File: src/rtl/hd_candidate_scan.sv
// hd_candidate_scan
// Sweeps every word of an n-bit space, one word per clock, and measures the
// Hamming distance of each word to a reference codeword. Words that reach the
// code distance threshold are appended to the A buffer, and words that reach
// the isolation threshold are appended to the B buffer. Both buffers fill in
// ascending word order. A downstream stage reads them through one registered
// read port after `done` pulses.
module hd_candidate_scan #(
  parameter int WIDTH = 8,
  parameter int CW    = $clog2(WIDTH + 1),
  parameter int AW    = WIDTH + 1
) (
  input  logic             clock,
  input  logic             reset_n,
  input  logic             start,
  input  logic             abort,
  input  logic [WIDTH-1:0] start_word,
  input  logic [CW-1:0]    n_bits,
  input  logic [CW-1:0]    min_hd,
  input  logic [CW-1:0]    min_iso,
  output logic             busy,
  output logic             done,
  output logic [AW-1:0]    cand_count,
  output logic [AW-1:0]    b_cand_count,
  input  logic             rd_sel,
  input  logic [WIDTH-1:0] rd_addr,
  output logic [WIDTH-1:0] rd_data
);

  localparam int DEPTH = 1 << WIDTH;
  // A count can never legally exceed the buffer depth.
  localparam logic [AW-1:0] COUNT_MAX = AW'(DEPTH);

  typedef enum logic [1:0] {
    ST_IDLE,
    ST_SCAN,
    ST_DRAIN,
    ST_DONE
  } state_t;

  state_t                  state_reg;
  logic                    busy_reg;
  logic                    done_reg;

  // Parameters latched at start.
  logic [WIDTH-1:0]        word_reg;   // reference word, masked to n bits
  logic [WIDTH-1:0]        mask_reg;   // 2^n - 1, also the last issued value
  logic [1:0][CW-1:0]      thr_reg;    // [0] = min_hd, [1] = min_iso

  // S0: issue counter.
  logic [WIDTH-1:0]        k_reg;

  // S1: word and its distance to the reference.
  logic                    s1_valid_reg;
  logic [WIDTH-1:0]        s1_k_reg;
  logic [CW-1:0]           s1_dist_reg;

  logic                    rd_sel_reg;

  logic                    launch;
  logic                    kill;
  logic                    issue;
  logic [CW-1:0]           n_clamped;
  logic [WIDTH-1:0]        start_mask;
  logic [WIDTH-1:0]        diff;
  logic [CW-1:0]           dist_next;

  // A scan launches from IDLE only; abort outranks start.
  assign launch = (state_reg == ST_IDLE) && start && !abort;
  // Abort while the pipeline is live throws away whatever is in flight.
  assign kill   = abort && ((state_reg == ST_SCAN) || (state_reg == ST_DRAIN));
  // A new word enters the pipeline every SCAN cycle unless aborting.
  assign issue  = (state_reg == ST_SCAN) && !abort;

  // Clamp the space exponent and build the n-bit mask for the start word.
  always_comb begin
    n_clamped  = (int'(n_bits) > WIDTH) ? CW'(WIDTH) : n_bits;
    start_mask = '0;
    for (int i = 0; i < WIDTH; i++) begin
      start_mask[i] = (i < int'(n_clamped));
    end
  end

  // Popcount of the issued word against the latched reference.
  always_comb begin
    diff      = k_reg ^ word_reg;
    dist_next = '0;
    for (int i = 0; i < WIDTH; i++) begin
      dist_next = dist_next + CW'(diff[i]);
    end
  end

  // Control FSM: sequences IDLE -> SCAN -> DRAIN -> DONE, drives busy/done.
  always_ff @(posedge clock or negedge reset_n) begin
    if (!reset_n) begin
      state_reg <= ST_IDLE;
      busy_reg  <= 1'b0;
      done_reg  <= 1'b0;
      word_reg  <= '0;
      mask_reg  <= '0;
      thr_reg   <= '0;
      k_reg     <= '0;
    end else begin
      done_reg <= 1'b0;
      case (state_reg)
        ST_IDLE: begin
          if (launch) begin
            state_reg  <= ST_SCAN;
            busy_reg   <= 1'b1;
            word_reg   <= start_word & start_mask;
            mask_reg   <= start_mask;
            thr_reg[0] <= min_hd;
            thr_reg[1] <= min_iso;
            k_reg      <= '0;
          end
        end
        ST_SCAN: begin
          if (abort) begin
            state_reg <= ST_IDLE;
            busy_reg  <= 1'b0;
          end else if (k_reg == mask_reg) begin
            state_reg <= ST_DRAIN;
          end else begin
            k_reg <= k_reg + 1'b1;
          end
        end
        ST_DRAIN: begin
          // The final word is written on the edge that empties S1.
          if (abort) begin
            state_reg <= ST_IDLE;
            busy_reg  <= 1'b0;
          end else if (!s1_valid_reg) begin
            state_reg <= ST_DONE;
            busy_reg  <= 1'b0;
            done_reg  <= 1'b1;
          end
        end
        ST_DONE: begin
          state_reg <= ST_IDLE;
        end
        default: begin
          state_reg <= ST_IDLE;
          busy_reg  <= 1'b0;
        end
      endcase
    end
  end

  // S1 register: capture the issued word with its distance.
  always_ff @(posedge clock or negedge reset_n) begin
    if (!reset_n) begin
      s1_valid_reg <= 1'b0;
      s1_k_reg     <= '0;
      s1_dist_reg  <= '0;
    end else begin
      s1_valid_reg <= issue;
      s1_k_reg     <= k_reg;
      s1_dist_reg  <= dist_next;
    end
  end

  // Two candidate banks that share the S2 compare. They differ only in
  // their threshold: bank 0 is A (min_hd), and bank 1 is B (min_iso).
  for (genvar gi = 0; gi < 2; gi++) begin : g_bank
    logic [WIDTH-1:0] mem [DEPTH];
    logic [AW-1:0]    count_reg;
    logic [WIDTH-1:0] q_reg;
    logic             wr_en;

    assign wr_en = s1_valid_reg && !kill &&
                   (s1_dist_reg >= thr_reg[gi]) &&
                   (count_reg != COUNT_MAX);

    // Append counter: cleared on launch, saturating at the buffer depth.
    always_ff @(posedge clock or negedge reset_n) begin
      if (!reset_n) begin
        count_reg <= '0;
      end else if (launch) begin
        count_reg <= '0;
      end else if (wr_en) begin
        count_reg <= count_reg + 1'b1;
      end
    end

    // Candidate storage. It is not reset, so it maps onto block RAM.
    always_ff @(posedge clock) begin
      if (wr_en) begin
        mem[count_reg[WIDTH-1:0]] <= s1_k_reg;
      end
    end

    // Registered read of this bank.
    always_ff @(posedge clock or negedge reset_n) begin
      if (!reset_n) begin
        q_reg <= '0;
      end else begin
        q_reg <= mem[rd_addr];
      end
    end
  end

  // Register the bank select so it lines up with the registered bank data.
  always_ff @(posedge clock or negedge reset_n) begin
    if (!reset_n) begin
      rd_sel_reg <= 1'b0;
    end else begin
      rd_sel_reg <= rd_sel;
    end
  end

  assign rd_data      = rd_sel_reg ? g_bank[1].q_reg : g_bank[0].q_reg;
  assign cand_count   = g_bank[0].count_reg;
  assign b_cand_count = g_bank[1].count_reg;
  assign busy         = busy_reg;
  assign done         = done_reg;

endmodule

File: config.mk
export PLATFORM = sky130hd
export DESIGN_NAME = hd_candidate_scan
export DESIGN_NICKNAME = d
export VERILOG_FILES = /design/src/rtl/hd_candidate_scan.sv
export SDC_FILE = /design/constraint.sdc
export NUM_CORES = 2
export LEC_CHECK = 0
export CAP_MARGIN = 20
export CORE_ASPECT_RATIO = 0.75
export CORE_UTILIZATION = 56
export DETAILED_ROUTE_END_ITERATION = 8
export PLACE_DENSITY = 0.71
export SLEW_MARGIN = 20
export SYNTH_ARGS = -nofsm -noshare
export SYNTH_HDL_FRONTEND = slang
export SYNTH_SLANG_ARGS = --single-unit
export TNS_END_PERCENT = 5
File: constraint.sdc
create_clock -name clock -period 10.67 [get_ports clock]
set_input_delay 2.134 -clock clock [delete_from_list [all_inputs] [get_ports clock]]
set_output_delay 2.134 -clock clock [all_outputs]
set_load 0.02 [all_outputs]
# Yosys cells after proc, flatten, opt, wreduce, memory -nomap -nowiden
# Memory sizes are Yosys's and may differ from the RTL's. A register that Yosys moved wholly into a read port is not among the register bits.
# Cells that the tools add are included.
dict set report word_totals {
  reg_bits 68
  latchBits 0
  mem_bits_rw 4096
  mem_bits_ro 0
  inputBits 33
  n_memories 2
}
# memory words word_bits rd rd_ports_with_merged_regs wr line_no
set mem_list {}
lappend mem_list {{g_bank[0].mem} 256 8 1 1 1 165} ;# logic [WIDTH-1:0] mem [DEPTH];
lappend mem_list {{g_bank[1].mem} 256 8 1 1 1 165}
dict set report op_classes {
  add_sub_neg 10
  multipliers 0
  n_div 0
  n_lt_le_gt_ge 11
  n_eq_ne 12
  shift 0
  mux 28
  n_bitwise 2
  n_reduce_logical 23
}
# cell count
set op_table {}
lappend op_table {{$mux W9} 4}
lappend op_table {{$mux W8} 4}
lappend op_table {{$add A9 B1 Y9 const B} 2}
lappend op_table {{$ne A9 B9 Y1 const B} 2}
lappend op_table {{$add A4 B1 Y4} 4}
lappend op_table {{$lt A3 B4 Y1 const A} 4}
lappend op_table {{$pmux W8 S2} 1}
lappend op_table {{$mux W1} 11}
lappend op_table {{$mux W2} 5}
lappend op_table {{$logic_and A1 B1 Y1} 9}
lappend op_table {{$add A8 B1 Y8 const B} 1}
lappend op_table {{$and A8 B8 Y8} 1}
lappend op_table {{$eq A8 B8 Y1} 1}
lappend op_table {{$ge A4 B4 Y1} 2}
lappend op_table {{$lt A1 B4 Y1 const A} 2}
lappend op_table {{$lt A2 B4 Y1 const A} 2}
lappend op_table {{$ne A2 B2 Y1 const B} 4}
lappend op_table {{$pmux W2 S4} 1}
lappend op_table {{$reduce_and A4 Y1} 2}
lappend op_table {{$xor A8 B8 Y8} 1}
lappend op_table {{$reduce_bool A2 Y1} 3}
lappend op_table {{$add A3 B1 Y4} 1}
lappend op_table {{$eq A2 B2 Y1 const B} 2}
lappend op_table {{$gt A4 B4 Y1 const B} 1}
lappend op_table {{other kinds (13)} 16}

# Logic depth before layout (Yosys ltp)
dict set report logic_depth {
  ltp_word 9
  depth_mapped 13
}

# Least setup slack after synthesis
# No wires, ideal clock.
dict set report synth_path {
  path_kind {reg2reg}
  start {register s1_k_reg[0]}
  end {memory g_bank[0].mem[0][0] (data pin)}
  arrival_ns 6.050
  required_time_ns 9.268
  setup_slack_ns 3.219
  stages_incl_launch_ff 1
  n_path_buf 0
  path_cell_list {dfrtp_1}
}
# item line_no
set synth_rtl {}
lappend synth_rtl {{from (decl)} 55} ;# logic [WIDTH-1:0] s1_k_reg;
lappend synth_rtl {{from (signal assigned)} 157} ;# s1_k_reg <= k_reg;
lappend synth_rtl {{to (decl)} 165}
# No word-level cell before the write port.

==> out/results.md <==
## Status
- **result of the run** complete, no violations

## Logic synthesis
- **cell area after synthesis** 163,700 µm²
- **top area cells in the synthesized netlist** edfxtp_1 75%, mux4_2 11%, mux2i_1 4.4%
- **Netlist cell types** 61
- **dominant cell by count in the synthesized netlist** edfxtp_1
- **Synth Warn #** 0
- **number of enable-type register cells in the synthesized netlist** 4,096
- **instance count of the mapped netlist** 8,084
- **share of synthesized flip-flops with an asynchronous set or reset** 2.010%
- **dominant register cell in the synthesized netlist** edfxtp_1
- **total of flip-flops plus latches after synthesis** 4,180
- **syn nets** 8,145
- **most instantiated cells after synthesis** 4,096 x edfxtp_1, 768 x mux4_2, 726 x mux2i_1
- **area share of the largest cell type after synthesis** 75.16%
- **register area share after synthesis** 76.44%
- **cell taking the most area after synthesis** edfxtp_1
- **mean area per synthesized cell** 20.24 µm²

## Hold path
- **worst min-delay path class** flip-flop to flip-flop
- **hold path startpoint** s1_valid_reg
- **end of the worst hold path** done
- **number of stages on the worst hold path** 1

## Clocking
- **post-CTS resize count** 0
- **clk buf depth** 4
- **total number of H-tree levels** 5
- **clock-pin transition on the worst setup and hold timing paths** 0.06 ns
- **root buffer cell** clkbuf_16
- **CTS tree** built
- **post-CTS setup-driven buffer insertion count** 0
- **CTS Buf Count** 390
- **clock latency reported for the late side of the worst-skew pair** 0.92 ns
- **CTS sink cnt** 4,180
- **Hold Buf Count CTS** 0

## Die
- **Core ar.** 290,100 µm²
- **Boundary Pins** 61
- **starting utilization of the core area** 56.41%
- **Die Area** 294,400 µm²
- **Die X** 626.2 µm
- **cell row count** 171
- **height of the die** 470.2 µm

## GRT
- **vias in the first global route** 80,553
- **grt ovf** 0
- **Global Route Usage Sum** 27.37%
- **wire length of the first global-routing pass** 580,300 µm
- **maximum number of pins on one net before global-route repair** 205
- **number of antenna violations at the first check in global routing** 21

## Worst setup path
- **startpoint-to-endpoint class of the critical path** primary input to flip-flop
- **Worst R2R Setup Slack** 5.88 ns
- **startpoint of the worst-slack reg-to-reg timing path** state_reg[0]
- **Crit. End Element** flip-flop
- **critical register-to-register path endpoint** g_bank[1].mem[63][5]
- **data arrival time of the worst path** 6.75 ns
- **required time of the critical path** 11.47 ns
- **type of element launching the critical path** primary input
- **maximum net fanout on the critical path** 100
- **Worst R2R Path Depth** 8

## Flow run
- **number of max-capacitance violations reported** 0

## STA
- **worst slew margin relative to its limit** 8.818%
- **sum of negative setup slack** 0 ns
- **slew at the pin closest to its max-slew limit** 1.368 ns
- **post-layout worst setup margin** 4.715 ns
- **final-report hold violation count** 0
- **count of pins over their slew limit** 0
- **period utilisation layout** 55.81%
- **setup repair after global routing missed its margin** no
- **Period minus WS final** 5.955 ns
- **worst clock skew on the final layout** 0.06236 ns
- **FMAX** 167.9 MHz
- **final setup fails** 0

## Detailed routing
- **total number of vias** 83,214
- **via-per-instance ratio** 6.712
- **final routed DRC violation total** 0
- **count of routing violations after the opening detailed-route iteration** 11,604
- **count of antenna-violating nets left after detailed routing** 0
- **Routed WL** 405,000 µm
- **number of optimization iterations in the first detailed-route pass** 8
- **DR WL/cell** 32.67 µm

## Pwr
- **maximum ir drop on the vdd rail** 0.1610 mV
- **total leakage power** 59.53 nW
- **power per cell area** 193.1 nW/µm²

## Placed design
- **HPWL after DPL** 238,600 µm
- **Port Buf Inserts** 60
- **Post-Place Setup Slack** 3.964 ns
- **final weighted congestion in routability-driven placement** 0.8777

## Layout
- **FF/Latch Area** 125,100 µm²
- **Largest register FFs** 4,096
- **Synth-to-Final Area Change** 10.07%
- **ratio of cells with drive above 1 in the final layout** 18.20%
- **number of fillers in the final layout** 19,521
- **Final #Nets** 8,239
- **Multi-input gate area** 35,520 µm²

-- critical path, stage by stage --
cell and delay, ns:
buf_16 0.56, buf_12 0.42, buf_4 0.82, mux2i_1 0.20
o221ai_1 0.38, a21oi_1 0.13, nor3_1 0.84, nor3_1 0.28
a22o_1 0.45, nor4_2 0.34
-- metal layers --
layer | routed length [µm] | up-vias | track usage [%]
met5 | 27 | - | 0
met4 | 13370 | 6 | 8.325
met3 | 49940 | 684 | 6.639
met2 | 178700 | 5302 | 39.05
met1 | 163000 | 43407 | 42.20
li1 | - | 33815 | -
-- worst max-delay path by stage --
stage	from	endpoint	depth (start not counted)
after floorplan	s1_k_reg[0]	g_bank[0].mem[0][0]	0
after global placement	rd_addr[0]	g_bank[0].q_reg[7]	10
after detailed placement	rd_addr[0]	g_bank[0].q_reg[7]	10
after CTS	rd_addr[0]	g_bank[0].q_reg[4]	10
after global routing	rd_addr[0]	g_bank[0].q_reg[4]	10
final	rd_addr[0]	g_bank[0].q_reg[4]	10
-- cell type report --
cell class	instances	share of cell area, %
Antenna cell	9	0.01250
Clock buffer	490	5.806
Clock inverter	220	1.093
Inverter	31	0.07154
Multi-Input combinational cell	3370	19.72
Sequential cell	4180	69.46
Tap cell	3892	2.703
Timing Repair Buffer	205	1.134
-- metrics by stage --
stage | hold slack [ns] | total power [mW] | area, µm² | utilization (%) | std cells
floorplan | 0.3519 | 20.59 | 163700 | - | 8084
global placement | 0.4742 | 21.30 | 167500 | 57.75 | 11671
detailed placement | 0.4679 | 21.38 | 167600 | 57.76 | 11672
CTS | 0.4765 | 34.83 | 180000 | 62.04 | 12382
global route | 0.4993 | 35.59 | 180100 | 62.08 | 12389
finish | 0.4797 | 34.78 | 180100 | 62.09 | 12397
-- report_power, final --
group	internal, mW	switching [mW]	leakage [nW]
clock network	7.76	5.94	6.06
registers	18.5	0.161	40.8
logic	0.675	1.76	12.6
total	26.9	7.86	59.5
-- placed cells by master, fill, tap and decap left out, types with 10 or more instances in the layout --
master / count
edfxtp_1: 4096
mux4_2: 768
mux2i_1: 726
nor2_1: 551
clkbuf_16: 401
o221ai_1: 278
o22ai_1: 219
a21oi_1: 159
nor3_1: 147
buf_4: 116
nand2_1: 106
clkbuf_1: 80
clkinv_1: 79
dfrtp_1: 76
clkinv_2: 73
nand3_1: 58
o21ai_0: 56
a22oi_1: 55
clkdlybuf4s50_1: 54
bufinv_16: 34
inv_1: 28
a22o_1: 24
ha_1: 24
buf_12: 23
xnor2_1: 21
nand4_1: 21
clkinvlp_4: 21
nor4_2: 17
nand2b_1: 12
nor2_2: 10
nor2b_1: 10
a21o_1: 10
-- kinds of logic after synthesis --
| family | after synthesis | share of synthesized area, % |
|---|---|---|
| simple gates | 981 | 2.628 |
| buf+inv | 534 | 1.929 |
| xor+xnor | 27 | 0.1445 |
| fa+ha+maj | 28 | 0.2324 |
| mux | 1503 | 15.07 |
| compound gates | 831 | 3.555 |
| flops | 4180 | 76.44 |
Power figures use the tool's default switching activity.
